===== src/rtl/kbd_pkg.sv =====
// Shared types and field positions for the keyboard scancode FIFO.
// keyboard_data layout: {5'b0, overflow, ready, shift, scancode}.
package kbd_pkg;

   localparam int KBD_DEPTH = 8;

   localparam int SHIFT_BIT = 8;
   localparam int READY_BIT = 9;
   localparam int OVF_BIT   = 10;

   typedef struct packed {
      logic       shift;
      logic [7:0] code;
   } kbd_entry_t;

   // Assemble the CPU-visible word; the caller supplies an all-zero entry when empty.
   function automatic logic [15:0] kbd_pack(input kbd_entry_t entry,
                                            input logic       ready,
                                            input logic       ovf);
      logic [15:0] word;
      word            = '0;
      word[7:0]       = entry.code;
      word[SHIFT_BIT] = entry.shift;
      word[READY_BIT] = ready;
      word[OVF_BIT]   = ovf;
      return word;
   endfunction

endpackage


===== src/rtl/kbd_scan_fifo_if.sv =====
// Bus between the PS/2 receiver / CPU side and the scancode FIFO.
// The slave modport is the FIFO's view; master is the driver's view.
interface kbd_scan_fifo_if
   import kbd_pkg::*;
#(
   parameter int DEPTH = KBD_DEPTH
);
   localparam int CW = $clog2(DEPTH) + 1;

   logic [7:0]    scancode;
   logic          oflag;
   logic          on_shift;
   logic          clear_on_read;
   logic [15:0]   keyboard_data;
   logic [CW-1:0] count;

   modport master (
      output scancode,
      output oflag,
      output on_shift,
      output clear_on_read,
      input  keyboard_data,
      input  count
   );

   modport slave (
      input  scancode,
      input  oflag,
      input  on_shift,
      input  clear_on_read,
      output keyboard_data,
      output count
   );

endinterface


===== src/rtl/rise_pulse.sv =====
// One-cycle pulse on each rising edge of a level input.
// The history register follows the input even during reset, so a level held across reset release is not an edge.
module rise_pulse (
   input  logic clk,
   input  logic reset,
   input  logic sig,
   output logic pulse
);

   logic prev_reg;

   always_ff @(posedge clk) begin
      if (reset) begin
         prev_reg <= sig;
      end else begin
         prev_reg <= sig;
      end
   end

   assign pulse = sig && !prev_reg && !reset;

endmodule


===== src/rtl/kbd_scan_fifo.sv =====
// Scancode FIFO between the PS/2 receiver and the CPU: edge-triggered push/pop,
// sticky overflow on a dropped push, head entry presented combinationally from a register array.
module kbd_scan_fifo
   import kbd_pkg::*;
#(
   parameter int DEPTH = KBD_DEPTH
)(
   input  logic            clk,
   input  logic            reset,
   kbd_scan_fifo_if.slave  bus
);

   localparam int AW = $clog2(DEPTH);
   localparam int CW = AW + 1;

   logic          push_pulse;
   logic          pop_pulse;

   logic [AW-1:0] wr_ptr_reg;
   logic [AW-1:0] wr_ptr_next;
   logic [AW-1:0] rd_ptr_reg;
   logic [AW-1:0] rd_ptr_next;
   logic [CW-1:0] count_reg;
   logic [CW-1:0] count_next;
   logic          ovf_reg;
   logic          ovf_next;

   kbd_entry_t    mem_reg [DEPTH];
   kbd_entry_t    entry_in;
   kbd_entry_t    head_entry;
   logic [DEPTH-1:0] slot_we;

   logic          empty;
   logic          full;
   logic          pop_accept;
   logic          push_accept;
   logic          overflow_set;

   rise_pulse u_push_edge (
      .clk   (clk),
      .reset (reset),
      .sig   (bus.oflag),
      .pulse (push_pulse)
   );

   rise_pulse u_pop_edge (
      .clk   (clk),
      .reset (reset),
      .sig   (bus.clear_on_read),
      .pulse (pop_pulse)
   );

   assign entry_in = {bus.on_shift, bus.scancode};

   assign empty = (count_reg == '0);
   assign full  = (count_reg == CW'(DEPTH));

   // A pop on empty is dropped; a pop frees room for a push in the same cycle, even when full.
   assign pop_accept   = pop_pulse && !empty;
   assign push_accept  = push_pulse && (!full || pop_accept);
   assign overflow_set = push_pulse && full && !pop_accept;

   always_comb begin
      wr_ptr_next = wr_ptr_reg;
      rd_ptr_next = rd_ptr_reg;
      count_next  = count_reg;
      ovf_next    = ovf_reg;

      if (push_accept) begin
         wr_ptr_next = wr_ptr_reg + AW'(1);
      end
      if (pop_accept) begin
         rd_ptr_next = rd_ptr_reg + AW'(1);
      end

      if (push_accept && !pop_accept) begin
         count_next = count_reg + CW'(1);
      end else if (pop_accept && !push_accept) begin
         count_next = count_reg - CW'(1);
      end

      if (pop_accept) begin
         ovf_next = 1'b0;
      end else if (overflow_set) begin
         ovf_next = 1'b1;
      end
   end

   always_ff @(posedge clk) begin
      if (reset) begin
         wr_ptr_reg <= '0;
         rd_ptr_reg <= '0;
         count_reg  <= '0;
         ovf_reg    <= 1'b0;
      end else begin
         wr_ptr_reg <= wr_ptr_next;
         rd_ptr_reg <= rd_ptr_next;
         count_reg  <= count_next;
         ovf_reg    <= ovf_next;
      end
   end

   generate
      for (genvar gi = 0; gi < DEPTH; gi++) begin : g_slot
         assign slot_we[gi] = push_accept && (wr_ptr_reg == AW'(gi));
      end
   endgenerate

   // Storage is deliberately left unreset; the empty check below keeps stale slots hidden.
   always_ff @(posedge clk) begin
      for (int i = 0; i < DEPTH; i++) begin
         if (slot_we[i]) begin
            mem_reg[i] <= entry_in;
         end
      end
   end

   always_comb begin
      head_entry = '0;
      if (!empty) begin
         head_entry = mem_reg[rd_ptr_reg];
      end
   end

   assign bus.keyboard_data = kbd_pack(head_entry, !empty, ovf_reg);
   assign bus.count         = count_reg;

endmodule


===== src/flat_wrapper.sv =====
// flat-port wrapper written by rule: the top's interface ports become plain ports
module kbd_scan_fifo_flat import kbd_pkg::*;
#(
   parameter int DEPTH = KBD_DEPTH
)
  (clk, reset, bus_scancode, bus_oflag, bus_on_shift, bus_clear_on_read, bus_keyboard_data, bus_count);
  kbd_scan_fifo_if #(.DEPTH(DEPTH)) bus_i ();
  input  logic clk;
  input  logic reset;
  input wire logic [$bits(bus_i.scancode)-1:0] bus_scancode;
  input wire logic [$bits(bus_i.oflag)-1:0] bus_oflag;
  input wire logic [$bits(bus_i.on_shift)-1:0] bus_on_shift;
  input wire logic [$bits(bus_i.clear_on_read)-1:0] bus_clear_on_read;
  output wire logic [$bits(bus_i.keyboard_data)-1:0] bus_keyboard_data;
  output wire logic [$bits(bus_i.count)-1:0] bus_count;
  assign bus_i.scancode = bus_scancode;
  assign bus_i.oflag = bus_oflag;
  assign bus_i.on_shift = bus_on_shift;
  assign bus_i.clear_on_read = bus_clear_on_read;
  assign bus_keyboard_data = bus_i.keyboard_data;
  assign bus_count = bus_i.count;
  kbd_scan_fifo #(.DEPTH(DEPTH)) u_core (.clk(clk), .reset(reset), .bus(bus_i));
endmodule

===== config.mk =====
export PLATFORM = sky130hd
export DESIGN_NAME = kbd_scan_fifo_flat
export DESIGN_NICKNAME = d
export VERILOG_FILES = /design/src/rtl/kbd_pkg.sv /design/src/rtl/kbd_scan_fifo_if.sv /design/src/rtl/rise_pulse.sv /design/src/rtl/kbd_scan_fifo.sv /design/src/flat_wrapper.sv
export SDC_FILE = /design/constraint.sdc
export NUM_CORES = 1
export LEC_CHECK = 0
export ABC_AREA = 1
export CORE_UTILIZATION = 60
export DETAILED_ROUTE_END_ITERATION = 8
export GPL_TIMING_DRIVEN = 1
export PLACE_DENSITY = 0.82
export REMOVE_ABC_BUFFERS = 1
export SETUP_SLACK_MARGIN = 0.2
export SYNTH_ARGS = -nofsm -noshare
export SYNTH_HDL_FRONTEND = slang
export SYNTH_HIERARCHICAL = 1
export SYNTH_SLANG_ARGS = --single-unit

===== constraint.sdc =====
create_clock -name clk -period 3.47 [get_ports clk]
set_input_delay 0.694 -clock clk [delete_from_list [all_inputs] [get_ports clk]]
set_output_delay 0.694 -clock clk [all_outputs]
set_load 0.02 [all_outputs]

==> metrics.txt, run 1 <==
status=finished with violations; failing checks=design-rule violations; layout cell share with drive strength beyond 1=8.132%; maximum VDD drop=0.0003516 V; Worst-Margin Slew=0.7711 ns; post-layout min period=2.927 ns; number of global-route vias before repair=2597; setup TNS=0 ns; worst hold slack=0.4966 ns; Finished Cell Area=4501 µm²; drt total wl=7686 µm; cell count after synthesis=415; number of synthesized flops with an enable pin=72; Top Ports=33; largest net degree at the start of global routing=37; vias per cell=5.188; max FFs per register=72; die height=83.86 µm; Yosys top cell area share=53.78%; Die Span X=83.86 µm; Max Cap Viol=0; initial core utilization=62.59%; Layout area overhead=11.95%; die footprint=7032 µm²; via count=2760; first-pass GRT wire length=12490 µm; required time of the critical path=2.78 ns; ys async rst share=0%; All-Layer GR Usage=23.86%; CTS resizes=0; worst clock skew=0.007771 ns; count leader, synth=nand2_1; Syn. warnings=6; Core ar.=6422 µm²; P_leak=1.941 nW; unrepaired setup endpoints after global routing=false; FF/Latch Area=2482 µm²; FILL cells=474; dominant cell type by area after synthesis=edfxtp_1; RR Startpoint=u_core/bus.count[1]$_SDFFE_PP0P_; max frequency=341.7 MHz; hpwl dp=4721 µm; GRT Residual Overflow=0; Final Max Tran Viols=0; drt drc=4; Yosys cell types=23; predominant post-synthesis flop cell=edfxtp_1; Hold Path Stages=2; Worst-Skew Late Latency=0.34 ns; antenna-violating nets left=0; r2r endpoint=u_core/bus.count[3]$_SDFFE_PP0P_; Port-buffer cells=27; Num CTS Buffers=9; worst-path fanout max=11; WHS Endpoint=u_core/ovf_reg$_SDFFE_PP0P_; ANT cells=0; initial antenna violation count=0; Final #Nets=474; clock slew at reported path FFs=0.08 ns; Routed WL per cell=14.45 µm; setup bufs post-CTS=0; placed inst area=4329 µm²; placed insts=516; Rows=29; # H-tree levels=3; DRT Pass-1 Iters=6; Final Hold Vio Count=0; Non-Filler Instances=532; Synth area leaders=edfxtp_1 54%, nand2_1 13%, dfxtp_1 8.0%; CTS root buf=clkbuf_8; clk buf depth=2; Overall Power=2.073 mW; CP arrival=2.23 ns; Worst slew margin=48.52%; clk sink count=88; multi-input logic area=1165 µm²; register bit count reported by yosys=88; P per Cell Area=460.6 nW/µm²; Initial DRC Count=234; period utilisation layout=84.35%; Worst R2R Path Depth=11; Min-Delay Startpoint=u_core/ovf_reg$_SDFFE_PP0P_; final setup vio count=0; Setup crit end kind=primary output; Min-Delay Path Class=flip-flop to flip-flop; post-synthesis sequential area ratio=61.75%; Reg2Reg Setup Slack=1.00 ns; hold buffers post-CTS=0; CP Launch Type=flip-flop; CP Class=flip-flop to primary output; Post-synth top cells=144 x nand2_1, 72 x edfxtp_1, 55 x inv_1; Syn Area/Cell=9.687 µm²; Mapped Area=4020 µm²; TritonCTS clock tree=built; Placer Congestion=0.8301
## metrics by stage
step	worst slack, ns	util [%]
finish	0.5430	70.08
global route	0.3985	70.08
CTS	0.5199	70.08
detailed placement	0.4119	67.41
global placement	0.4910	67.41
floorplan	1.064	-
## logic make-up (layout without fill, tap and decap cells)
group | Yosys count | count (layout) | share of synthesized area (%)
AND/OR/NAND/NOR | 228 | 228 | 23.37
flip-flops | 88 | 88 | 61.75
buffers and inverters | 77 | 113 | 9.649
adder cells (fa/ha/maj) | 11 | 11 | 3.610
AO/OA/AOI/OAI | 7 | 7 | 0.8714
XOR/XNOR | 3 | 3 | 0.6537
other | 1 | 5 | 0.09328
## worst max path at each step
stage               slack [ns]               from  cells after the start                          endpoint
floorplan                 1.06          flip-flop                      6              bus_keyboard_data[0]
global placement          0.49  bus_clear_on_read                     15  u_core/bus.count[3]$_SDFFE_PP0P_
detailed placement        0.41  bus_clear_on_read                     15  u_core/bus.count[3]$_SDFFE_PP0P_
CTS                       0.52          flip-flop                      6              bus_keyboard_data[0]
global route              0.40          flip-flop                      6              bus_keyboard_data[0]
finish                    0.54          flip-flop                      6              bus_keyboard_data[8]
## per-layer routing
layer / share of wire, % / wire, µm / GRT usage [%] / vias to the layer above
met2: 48 / 3708 / 38.30 / 108
li1: - / - / - / 1378
met5: 0 / 0 / 0 / -
met3: 7.1 / 548 / 4.451 / 14
met1: 43 / 3281 / 31.68 / 1260
met4: 1.9 / 147 / 11.13 / 0
## area by class of cell
class / instances / area share, %
sequential: 88 / 55.16
timing repair buffer: 39 / 8.007
tap: 77 / 2.141
multi-input combinational: 254 / 25.88
clock inverter: 6 / 0.9730
inverter: 58 / 5.004
clock buffer: 10 / 2.836
## where the power goes
part / internal (mW) / leakage [nW] / total, mW / switching [mW]
combinational: 0.112 / 1.08 / 0.289 / 0.177
clock: 0.264 / 0.0870 / 0.613 / 0.349
sequential: 1.16 / 0.779 / 1.17 / 0.0144
total: 1.53 / 1.94 / 2.07 / 0.541
## worst max-delay path, cell delays in order, from the launching register on
cell,delay [ns]
dfxtp_1,0.61
buf_4,0.27
nand3_1,0.10
nand3_1,0.08
nand2_1,0.07
nor2_1,0.14
clkdlybuf4s50_1,0.62
## placed cells by master (no fill, tap or decap), types with 3 or more instances in the layout
cell type / instances
clkdlybuf4s50_1: 27
xor2_1: 3
dfxtp_1: 16
ha_1: 10
nor2_1: 36
nor2_2: 3
conb_1: 5
clkbuf_8: 9
edfxtp_1: 72
inv_1: 55
buf_4: 12
nand3_1: 34
a21oi_1: 5
nand2_1: 144
nor3_1: 6
No activity file was read; power rests on OpenSTA's default activity.
==> run 2, diff against run 1 <==
--- a/config.mk
+++ b/config.mk
@@ -6,10 +6,10 @@
 export NUM_CORES = 1
 export LEC_CHECK = 0
 export ABC_AREA = 1
-export CORE_UTILIZATION = 60
+export CORE_UTILIZATION = 58
 export DETAILED_ROUTE_END_ITERATION = 8
 export GPL_TIMING_DRIVEN = 1
-export PLACE_DENSITY = 0.82
+export PLACE_DENSITY = 0.8
 export REMOVE_ABC_BUFFERS = 1
 export SETUP_SLACK_MARGIN = 0.2
 export SYNTH_ARGS = -nofsm -noshare
==> constraint.sdc (replaced) <==
create_clock -name clk -period 2.9 [get_ports clk]
set_input_delay 0.58 -clock clk [delete_from_list [all_inputs] [get_ports clk]]
set_output_delay 0.58 -clock clk [all_outputs]
set_load 0.02 [all_outputs]
==> metrics.txt, run 2 (synthesis results as in run 1) <==
Routed WL per cell=14.70 µm (was 14.45 µm); drt total wl=7952 µm (was 7686 µm); post-layout min period=2.556 ns; P_leak=2.075 nW (was 1.941 nW); Final #Nets=483 (was 474); GRT Residual Overflow=0 (unchanged); CP arrival=1.98 ns (was 2.23 ns); Rows=29 (unchanged); hold buffers post-CTS=0 (unchanged); unrepaired setup endpoints after global routing=true (was false); status=finished clean (was finished with violations); antenna-violating nets left=0 (unchanged); CTS root buf=clkbuf_8 (unchanged); setup TNS=0 ns (unchanged); most used cell, CP=nand2_1 (was nand3_1); number of global-route vias before repair=2701 (was 2597); max frequency=391.3 MHz; period utilisation layout=88.13%; Initial DRC Count=264 (was 234); worst clock skew=0.007929 ns (was 0.007771 ns); max FFs per register=72 (unchanged); Layout area overhead=14.53% (was 11.95%); first-pass GRT wire length=13010 µm (was 12490 µm); Num CTS Buffers=9 (unchanged); layout cell share with drive strength beyond 1=10.34% (was 8.132%); maximum VDD drop=0.0003940 V (was 0.0003516 V); worst-path fanout max=24 (was 11); die footprint=7268 µm² (was 7032 µm²); commonest non-fill, non-tap cells in the layout=144 x nand2_1, 72 x edfxtp_1, 55 x inv_1, 36 x nor2_1, 34 x nand3_1 (unchanged); largest net degree at the start of global routing=37 (unchanged); Setup crit end kind=primary output (unchanged); Placer Congestion=0.8679 (was 0.8301); Port-buffer cells=27 (unchanged); Final Hold Vio Count=0 (unchanged); CP Class=flip-flop to primary output (unchanged); DRT Pass-1 Iters=5 (was 6); Worst-Skew Late Latency=0.35 ns (was 0.34 ns); worst-path cell chain=buf_8, nand2_1, nand2_1, nand2_1, nand2_1, nor2_1, nor2_1, clkdlybuf4s50_1 (was buf_4, nand3_1, nand3_1, nand2_1, nor2_1, clkdlybuf4s50_1); initial core utilization=61.55% (was 62.59%); clk sink count=88 (unchanged); # H-tree levels=3 (unchanged); P per Cell Area=541.3 nW/µm² (was 460.6 nW/µm²); initial antenna violation count=0 (unchanged); Top Ports=33 (unchanged); Overall Power=2.493 mW (was 2.073 mW); Core ar.=6531 µm² (was 6422 µm²); commonest non-fill, non-tap cell in the layout=nand2_1 (unchanged); vias per cell=5.305 (was 5.188); Die Span X=85.26 µm (was 83.86 µm); clk buf depth=2 (unchanged); TritonCTS clock tree=built (unchanged); ANT cells=0 (unchanged); CP max stage delay=0.60 ns (was 0.62 ns); Max Cap Viol=0 (unchanged); final setup vio count=0 (unchanged); clock slew at reported path FFs=0.09 ns (was 0.08 ns); hpwl dp=5122 µm (was 4721 µm); drt drc=0 (was 4); All-Layer GR Usage=24.12% (was 23.86%); CP Launch Type=flip-flop (unchanged); required time of the critical path=2.32 ns (was 2.78 ns); via count=2870 (was 2760); die height=85.26 µm (was 83.86 µm); Crit-path slowest cell=clkdlybuf4s50_1 (unchanged); Final Max Tran Viols=0 (unchanged); setup bufs post-CTS=0 (unchanged); Min-Delay Path Class=flip-flop to flip-flop (unchanged)
-- run 2: changes by cell type in the layout (fill, tap and decap cells not counted), sizes merged --
cell / before / now
clkinv: 3 / 2
dlymetal6s2s: 0 / 6
inv: 60 / 59
buf: 12 / 21
clkinvlp: 1 / 3
clkdlybuf4s50: 27 / 21
-- run 2: area by class of cell --
cell class | count | area, µm²
inverter | 58 | 227.7
clock inverter | 6 | 45.04
tap | 77 | 96.34
clock buffer | 10 | 127.6
sequential | 88 | 2485
fill | 466 | 1927
timing repair buffer | 48 | 450.4
multi-input combinational | 254 | 1172
-- run 2: metrics by stage --
| step | hold slack (ns) | instances | cell area, µm² | setup slack, ns | utilization [%] |
|---|---|---|---|---|---|
| floorplan | 0.4512 | 400 | 3872 | 0.6082 | - |
| CTS | 0.4903 | 541 | 4586 | 0.2089 | 70.21 |
| finish | 0.4826 | 541 | 4604 | 0.3443 | 70.50 |
| global route | 0.5219 | 541 | 4604 | 0.1915 | 70.50 |
| global placement | 0.4620 | 525 | 4397 | 0.09934 | 67.32 |
| detailed placement | 0.4707 | 525 | 4397 | 0.05660 | 67.32 |
-- run 2: critical path: cells and delay by family (launching register included) --
family	cells	cell delay (ns)
buffers and inverters	2	0.82
DFF	1	0.43
and+or+nand+nor	6	0.37
-- run 2: worst paths after layout --
kind	from	to	slack (ns)	cells past startpoint
hold reg to reg	u_core/ovf_reg$_SDFFE_PP0P_	u_core/ovf_reg$_SDFFE_PP0P_	0.48	2
setup / recovery	flip-flop	bus_keyboard_data[6]	0.34	8
setup reg to reg	u_core/bus.count[1]$_SDFFE_PP0P_	u_core/bus.count[3]$_SDFFE_PP0P_	0.55	11
hold / removal	u_core/ovf_reg$_SDFFE_PP0P_	u_core/ovf_reg$_SDFFE_PP0P_	0.48	2
-- run 2: power breakdown --
group          switching [mW]  internal [mW]  leakage [nW]  total (mW)
logic                   0.212          0.137          1.22       0.350
clock network           0.427          0.314        0.0789       0.741
registers              0.0189           1.38         0.780        1.40
total                   0.658           1.83          2.08        2.49
-- run 2: per-layer routing --
metal	wire, µm	vias up	global-route usage [%]
met5	0	-	0
met1	3346	1336	31.22
met3	505	22	3.696
met2	3881	125	39.22
met4	219	0	13.64
li1	-	1387	-
-- run 2: timing repair --
| item | 4_1_cts | 5_1_grt |
|---|---|---|
| endpoints found under the setup margin | 9 | 7 |
| endpoints found under the hold margin | 0 | 0 |
| resized for setup | 5 | 7 |
